File: src/rtl/digit_pkg.sv
// digit_pkg -- shared definitions for the digit entry buffer.
//   DIG_W      : width of one key code / display slot
//   DIG_BLANK  : display code for an empty slot
//   DIG_MAX    : largest key code treated as a decimal digit
//   key_code_t : key code type
//   action_t   : one decoded action per cycle after strobe priority
//   is_digit() : true for key codes 0..9
package digit_pkg;

  localparam int          DIG_W     = 5;
  localparam logic [4:0]  DIG_BLANK = 5'd16;
  localparam logic [4:0]  DIG_MAX   = 5'd9;

  typedef logic [DIG_W-1:0] key_code_t;

  typedef enum logic [2:0] {
    ACT_NONE,
    ACT_CLEAR,
    ACT_COMMIT,
    ACT_BACK,
    ACT_DIGIT
  } action_t;

  function automatic logic is_digit(input key_code_t k);
    return (k <= DIG_MAX);
  endfunction

endpackage

File: src/rtl/bcd_to_bin.sv
// bcd_to_bin -- combinational decimal-slot to binary converter.
//   digits   in  DIG_W*NDIG  slot 0 = units; non-digit codes (blank) count as 0
//   value    out VW          binary value, clamped to 2^VW-1
//   overflow out 1           high when the decimal value exceeds 2^VW-1
module bcd_to_bin
  import digit_pkg::*;
#(
  parameter int NDIG = 3,
  parameter int VW   = 8
) (
  input  logic [DIG_W*NDIG-1:0] digits,
  output logic [VW-1:0]         value,
  output logic                  overflow
);

  // Accumulator is always wider than VW so the overflow compare is exact;
  // 17 bits comfortably hold 9999.
  localparam int AW = (VW > 16) ? VW + 1 : 17;
  localparam logic [AW-1:0] MAXV = {{(AW-VW){1'b0}}, {VW{1'b1}}};

  logic [AW-1:0] acc;
  key_code_t     d;

  // Horner evaluation from the most significant slot down: acc = acc*10 + d.
  always_comb begin
    acc = '0;
    d   = '0;
    for (int k = NDIG - 1; k >= 0; k--) begin
      d = digits[k*DIG_W +: DIG_W];
      if (!is_digit(d)) d = '0;
      acc = (acc << 3) + (acc << 1) + AW'(d);
    end
  end

  assign overflow = (acc > MAXV);
  assign value    = overflow ? {VW{1'b1}} : acc[VW-1:0];

endmodule

File: src/rtl/digit_entry_buffer.sv
// digit_entry_buffer -- keypad digit entry for NCH colour channels.
// Digits shift in at the units slot; enter converts the held digits to
// binary and commits them to the current channel, then advances the channel.
// Optional feature macro: DIGIT_BACKSPACE_EN (backspace deletes newest digit).
// Ports:
//   clk, rst_n            clock, asynchronous active-low reset
//   digito, cambio_digito key code and its one-cycle qualifier
//   enter, clear          commit / discard strobes
//   backspace             delete-newest strobe (ignored unless enabled)
//   digits                entry display, slot 0 = units, blank = 5'd16
//   count, entry_full     number of held digits, count == NDIG
//   ch_sel                channel currently being edited
//   ch_value              committed values, channel i at [i*VW +: VW]
//   frame_valid           one-cycle pulse after the last channel commits
//   sat                   last commit saturated (held until next commit)
// Strobe priority in one cycle: clear > enter > backspace > digit; a
// winning strobe drops all lower ones even when it itself has no effect.
module digit_entry_buffer
  import digit_pkg::*;
#(
  parameter int NDIG = 3,
  parameter int NCH  = 3,
  parameter int VW   = 8
) (
  input  logic                  clk,
  input  logic                  rst_n,
  input  logic [4:0]            digito,
  input  logic                  cambio_digito,
  input  logic                  enter,
  input  logic                  clear,
  input  logic                  backspace,
  output logic [5*NDIG-1:0]     digits,
  output logic [2:0]            count,
  output logic                  entry_full,
  output logic [1:0]            ch_sel,
  output logic [VW*NCH-1:0]     ch_value,
  output logic                  frame_valid,
  output logic                  sat
);

  localparam logic [2:0] COUNT_MAX = 3'(NDIG);
  localparam logic [1:0] CH_LAST   = 2'(NCH - 1);

  logic [DIG_W*NDIG-1:0] slots_q;
  logic [2:0]            count_q;
  logic [1:0]            ch_sel_q;
  logic [VW*NCH-1:0]     ch_val_q;
  logic                  fv_q;
  logic                  sat_q;

  logic [VW-1:0]         conv_value;
  logic                  conv_ovf;
  action_t               act;

  bcd_to_bin #(.NDIG(NDIG), .VW(VW)) u_conv (
    .digits   (slots_q),
    .value    (conv_value),
    .overflow (conv_ovf)
  );

  // Priority decode of the strobes into a single action.
  always_comb begin
    act = ACT_NONE;
    if (clear) begin
      act = ACT_CLEAR;
    end else if (enter) begin
      act = (count_q != 3'd0) ? ACT_COMMIT : ACT_NONE;
    end
`ifdef DIGIT_BACKSPACE_EN
    else if (backspace) begin
      act = (count_q != 3'd0) ? ACT_BACK : ACT_NONE;
    end
`endif
    else if (cambio_digito && is_digit(digito) && (count_q != COUNT_MAX)) begin
      act = ACT_DIGIT;
    end
  end

  always_ff @(posedge clk or negedge rst_n) begin
    if (!rst_n) begin
      slots_q  <= {NDIG{DIG_BLANK}};
      count_q  <= 3'd0;
      ch_sel_q <= 2'd0;
      ch_val_q <= '0;
      fv_q     <= 1'b0;
      sat_q    <= 1'b0;
    end else begin
      fv_q <= 1'b0;
      case (act)
        ACT_CLEAR: begin
          slots_q <= {NDIG{DIG_BLANK}};
          count_q <= 3'd0;
        end
        ACT_COMMIT: begin
          for (int i = 0; i < NCH; i++) begin
            if (ch_sel_q == 2'(i)) ch_val_q[i*VW +: VW] <= conv_value;
          end
          sat_q   <= conv_ovf;
          slots_q <= {NDIG{DIG_BLANK}};
          count_q <= 3'd0;
          if (ch_sel_q == CH_LAST) begin
            ch_sel_q <= 2'd0;
            fv_q     <= 1'b1;
          end else begin
            ch_sel_q <= ch_sel_q + 2'd1;
          end
        end
`ifdef DIGIT_BACKSPACE_EN
        ACT_BACK: begin
          for (int k = 0; k < NDIG - 1; k++) begin
            slots_q[k*DIG_W +: DIG_W] <= slots_q[(k+1)*DIG_W +: DIG_W];
          end
          slots_q[(NDIG-1)*DIG_W +: DIG_W] <= DIG_BLANK;
          count_q <= count_q - 3'd1;
        end
`endif
        ACT_DIGIT: begin
          for (int k = 1; k < NDIG; k++) begin
            slots_q[k*DIG_W +: DIG_W] <= slots_q[(k-1)*DIG_W +: DIG_W];
          end
          slots_q[DIG_W-1:0] <= digito;
          count_q <= count_q + 3'd1;
        end
        default: ;
      endcase
    end
  end

  assign digits      = slots_q;
  assign count       = count_q;
  assign entry_full  = (count_q == COUNT_MAX);
  assign ch_sel      = ch_sel_q;
  assign ch_value    = ch_val_q;
  assign frame_valid = fv_q;
  assign sat         = sat_q;

endmodule

File: config.mk
export PLATFORM = sky130hd
export DESIGN_NAME = digit_entry_buffer
export DESIGN_NICKNAME = d
export VERILOG_FILES = /design/src/rtl/digit_pkg.sv /design/src/rtl/bcd_to_bin.sv /design/src/rtl/digit_entry_buffer.sv
export SDC_FILE = /design/constraint.sdc
export NUM_CORES = 1
export LEC_CHECK = 0
export CAP_MARGIN = 20
export CORE_MARGIN = 1
export CORE_UTILIZATION = 35
export DETAILED_ROUTE_END_ITERATION = 8
export GPL_TIMING_DRIVEN = 0
export SLEW_MARGIN = 20
export SYNTH_ARGS = -nofsm -noshare
export SYNTH_HDL_FRONTEND = slang
export SYNTH_HIERARCHICAL = 1
export SYNTH_SLANG_ARGS = --single-unit
File: constraint.sdc
create_clock -name clk -period 6.2 [get_ports clk]
set_clock_uncertainty 0.05 [all_clocks]
set_input_delay 1.24 -clock clk [delete_from_list [all_inputs] [get_ports clk]]
set_output_delay 1.24 -clock clk [all_outputs]
set_load 0.01 [all_outputs]
== Word-level counts from Yosys, hierarchy flattened ==
Index checks and enable logic that the tools add are counted.

* Input port bits: 11
* Output and inout port bits: 47
* Logic and storage cells: 48
* Register bits after elaboration: 46

* Muxes and demuxes: 13
* Add/sub/neg operators: 6
* $lt $le $gt $ge: 5
* Reduce and logical (&&, ||, !) cells: 9
* Equal/unequal tests: 7

{| class="wikitable"
|+ Operators with widths
! operator !! number
|-
| $pmux W15 S2 || 1
|-
| $le A5 B4 Y1 const B || 4
|-
| $add A17 B17 Y17 || 1
|-
| $add A17 B5 Y17 || 1
|-
| $gt A17 B8 Y1 const B || 1
|-
| $add A16 B5 Y16 || 1
|-
| $mux W5 || 3
|-
| $add A8 B6 Y9 || 1
|-
| $mux W3 || 3
|-
| $mux W8 || 1
|-
| $eq A3 B2 Y1 const B || 2
|-
| $pmux W3 S2 || 1
|-
| $reduce_and A2 Y1 || 3
|-
| $mux W2 || 2
|-
| $add A3 B1 Y3 const B || 1
|-
| $eq A3 B1 Y1 const B || 1
|-
| $eq A3 B3 Y1 const B || 1
|-
| $ne A3 B2 Y1 const B || 1
|-
| $reduce_bool A3 Y1 || 1
|-
| $add A2 B1 Y2 const B || 1
|-
| $eq A2 B1 Y1 const B || 1
|-
| $eq A2 B2 Y1 const B || 1
|-
| $logic_and A1 B1 Y1 || 2
|-
| $logic_not A2 Y1 || 1
|-
| 3 further kinds || 4
|}

== Longest topological paths before layout ==
* Depth after elaboration: 9
* Depth in mapped cells: 19
* Depth with buffers taken out: 19

== By module ==
The synthesis kept the hierarchy.

{| class="wikitable"
|+ Modules (own cells, without submodules)
! module !! area each (um^2) !! instances !! seq. area each (um^2) !! cells each
|-
| digit_entry_buffer || 2037.0 || 1 || 1154.9 || 145
|-
| bcd_to_bin || 977.2 || 1 || 0.0 || 112
|}

== Least setup slack after synthesis ==
OpenSTA, ideal clock, no wires.

* Kind: reg2reg
* From: register slots_q[6], in the netlist digits[6]
* To: register ch_val_q[0], in the netlist ch_value[0]
* Setup time: 0.125 ns
* Arrival: 4.476 ns
* Path buffers: 0
* Data required time: 6.025 ns
* Stages on the path, launching flop included: 18
* Period minus slack after synthesis: 4.651 ns
* Setup slack: 1.549 ns
* Cell sequence: dfrtp_1 -> or4b_2 -> fa_1 -> inv_1 -> ha_1 -> a21o_1 -> a21oi_1 -> nor2b_1 -> o21ai_0 -> nand2b_1 -> ha_1 -> ha_1 -> a21oi_2 -> a21oi_1 -> a211o_1 -> a311oi_2 -> o211ai_1 -> mux2_2

* Word-level cells in the longest chain between the ends: 7

{| class="wikitable"
|+ RTL lines
! element !! RTL line !! RTL
|-
| start: declaration || digit_entry_buffer.sv:44 || <nowiki>logic [DIG_W*NDIG-1:0] slots_q;</nowiki>
|-
| start signal: assignment || digit_entry_buffer.sv:81 || <nowiki>slots_q <= {NDIG{DIG_BLANK}};</nowiki>
|-
| start signal: assignment || digit_entry_buffer.sv:91 || <nowiki>slots_q <= {NDIG{DIG_BLANK}};</nowiki>
|-
| start signal: assignment || digit_entry_buffer.sv:99 || <nowiki>slots_q <= {NDIG{DIG_BLANK}};</nowiki>
|-
| $le A5 B4 Y1 || digit_pkg.sv:25 || <nowiki>return (k <= DIG_MAX);</nowiki>
|-
| $mux W5 * || bcd_to_bin.sv:30 || <nowiki>if (!is_digit(d)) d = '0;</nowiki>
|-
| $add A16 B5 Y16 * || bcd_to_bin.sv:31 || <nowiki>acc = (acc << 3) + (acc << 1) + AW'(d);</nowiki>
|-
| $add A17 B17 Y17 * || bcd_to_bin.sv:31 ||
|-
| $add A17 B5 Y17 * || bcd_to_bin.sv:31 ||
|-
| $gt A17 B8 Y1 * || bcd_to_bin.sv:35 || <nowiki>assign overflow = (acc > MAXV);</nowiki>
|-
| $mux W8 * || bcd_to_bin.sv:36 || <nowiki>assign value = overflow ? {VW{1'b1}} : acc[VW-1:0];</nowiki>
|-
| net conv_value[0] || digit_entry_buffer.sv:51 || <nowiki>logic [VW-1:0] conv_value;</nowiki>
|-
| end signal: indexed assignment || digit_entry_buffer.sv:96 || <nowiki>if (ch_sel_q == 2'(i)) ch_val_q[i*VW +: VW] <= conv_value;</nowiki>
|-
| end: declaration || digit_entry_buffer.sv:47 || <nowiki>logic [VW*NCH-1:0] ch_val_q;</nowiki>
|}

The timed path passes the listed nets; every way through them passes the cells marked *.
A chain may end at the register's enable or synchronous reset.

== Worst setup path in the final report ==
Ends and elaborated chain as after synthesis.

==> impl_metrics.csv <==
group,metric,value,unit
synthesis,synth.distinct_cells,48,
clock_tree,cts_tree,"done",
clock_tree,cts_buffers,5,
clock_tree,cts-root-buf,"clkbuf_8",
route,drtIter0Drc,97,
timing,rsz0062_at_grt,"false",
place,port_buffers,56,
final_layout,utilization,46.5,%
timing,period_share,80.1,%
critical_path,reg2reg_setup_slack,1.24,ns
route,ant_nets,0,
route,drc,0,
critical_path,end_kind,"register",
critical_path,worstPathRequired,6.34,ns
route,routed_wl,6.36,mm
final_layout,fin_cells,430,
die,start_util,36.5,%
global_route,grt_pass1_vias,2286,
synthesis,synth_edf_count,0,
die,die_x,94.8,microns
final_layout,finalInstanceArea,3840,sq um
clock_tree,clock_latency,0.30,ns
flow_run,maxCapViolCount,0,
synthesis,avgSynthCellArea,11.7,sq um
synthesis,seq_area_frac_synth,38.3,%
synthesis,synth_top_area_cell,"dfrtp_1",
timing,final.setup.tns,0,ns
place,gp_congestion,0.736,
timing,setup_viol,0,
timing,tightest_slew,0.607,ns
die,dieArea,8990,sq um
hold_path,hp-class,"register to register",
status,status,"finished, final reports clean",
place,dp.cells,422,
clock_tree,cts_resized,0,
clock_tree,postCtsSetupRepairBufs,0,
global_route,grt_pass1_wl,11.4,mm
synthesis,synth_area_leaders,"dfrtp_1, mux2_2, ha_1, fa_1, a211oi_1",
route,first_pass_iters,4,
clock_tree,cts_sinks,46,
route,dr_total_vias,2190,
critical_path,path_max_fanout,6,
clock_tree,holdBufCountCts,0,
clock_tree,cts_max_level,2,
route,wire_per_inst,14.8,microns
power_and_ir_drop,ir_drop,0.000151,V
final_layout,nets,368,
synthesis,async_flop_share,100,%
synthesis,yosys_register_bits,46,
power_and_ir_drop,p_leak,1.73,nW
synthesis,synth_top_cell_area_share,35.7,%
synthesis,netlist_area,3010,sq um
route,vias_per_cell,5.09,
synthesis,synth_warnings,6,
critical_path,path_class,"register to register",
die,ioPinCount,58,
synthesis,synth-main-ff-cell,"dfrtp_1",
final_layout,antenna-diode-count,0,
die,core-area,8260,sq um
timing,slew_headroom,58.4,%
power_and_ir_drop,p_total,860,uW
global_route,overflow,0,
timing,finalWorstSetupSlack,1.24,ns
power_and_ir_drop,powerDensity,224,nW/um^2
global_route,gr-usage-all-layers,16.2,%
final_layout,syn_to_final_growth,27.5,%
clock_tree,cts.clk_slew.worst_paths,0.09,ns
timing,clock.fmax,201,MHz
timing,report.final.slew_viol_count,0,
place,dp_hpwl,4.72,mm
timing,post-route-min-period,4.96,ns
global_route,grt_max_degree,31,
final_layout,layout_commonest_cell,"clkdlybuf4s50_1",
place,place_ws,1.23,ns
place,placed_area,3730,sq um
timing,hold_viol_final,0,
die,die_y,94.8,microns
final_layout,final_cell_mix,"clkdlybuf4s50_1, dfrtp_1, mux2_2",
clock_tree,cts.path.max_buffers,2,
synthesis,netlist_instances,257,
critical_path,cp-start-kind,"register",
critical_path,cp_data_arrival_time,5.11,ns
timing,fin_hold_ws,0.461,ns
global_route,antenna_found_initial,0,
die,placementRows,33,
final_layout,drive_above_1_share,20.6,%
## where the power goes
part           internal (mW)  total [mW]  switching, mW
registers              0.357       0.392         0.0350
logic                  0.154       0.246         0.0916
clock network          0.120       0.222          0.102
total                  0.632       0.860          0.228
## sequential cells by signal (all words and copies together), names as in the netlist
| register | flops |
|---|---|
| ch_sel | 2 |
| ch_value | 24 |
| count | 3 |
| digits | 15 |
| frame_valid | 1 |
| sat | 1 |
## critical path, cell delays in order (launching register included)
cell,delay (ns)
dfrtp_1,0.44
or4b_2,0.71
fa_1,0.50
inv_1,0.07
ha_1,0.29
a21o_1,0.16
a21oi_1,0.22
nor2b_1,0.07
o21ai_0,0.14
nand2b_1,0.10
ha_1,0.28
ha_1,0.38
a21oi_2,0.24
a21oi_1,0.09
a211o_1,0.38
a311oi_2,0.27
o211ai_1,0.17
mux2_2,0.30
## kinds of logic (layout without fill, tap and decap cells)
| group | Yosys count | in the layout | synth area share (%) |
|---|---|---|---|
| mux | 43 | 43 | 17.0 |
| xor+xnor | 8 | 8 | 2.57 |
| flops | 46 | 46 | 38.3 |
| simple gates | 41 | 41 | 9.09 |
| other cells | 1 | 4 | 0.124 |
| compound gates | 53 | 53 | 13.3 |
| buf+inv | 32 | 97 | 4.44 |
| fa+ha+maj | 33 | 33 | 15.2 |
## final cells by class
| type | count | area (sq um) |
|---|---|---|
| fill | 780 | 4420 |
| multi-input combinational | 182 | 1740 |
| sequential | 46 | 1150 |
| timing repair buffer | 57 | 576 |
| tap | 105 | 131 |
| inverter | 23 | 86.3 |
| clock buffer | 6 | 72.6 |
| buffer | 9 | 47.5 |
| clock inverter | 2 | 37.5 |
## metal layers
metal	vias up	part of all wire (%)	track usage (%)
li1	1068	-	-
met1	1091	49	23.0
met2	24	48	26.1
met3	7	2.0	2.09
met4	0	0.72	4.17
met5	-	0	0
## cell usage after synthesis (all sizes together), types with 2 or more instances
cell type / n
o2111ai: 3
a211oi: 18
o21bai: 3
nand2: 3
nand2b: 3
and2: 2
fa: 6
or4b: 2
nor3: 7
mux2i: 2
a211o: 3
dfstp: 3
nand4b: 3
nor3b: 4
o211ai: 6
buf: 4
a21oi: 8
a21o: 4
clkbuf: 5
inv: 23
nor2b: 2
ha: 27
xnor2: 3
nor4b: 2
dfrtp: 43
nor2: 5
mux2: 41
o21ai: 5
nand3: 3
xor2: 5
## path summary, 6_finish.rpt
kind / from / endpoint / depth (start not counted)
worst max-delay path: digits[6] / ch_value[0] / 17
worst min-delay path: ch_value[15] / ch_value[15] / 1
worst max register to register: digits[6] / ch_value[0] / 17
worst min register to register: ch_value[15] / ch_value[15] / 1
max in group asynchronous: rst_n / digits[14] / 2
min in group asynchronous: rst_n / ch_value[12] / 1
No activity file was read; power rests on OpenSTA's default activity.
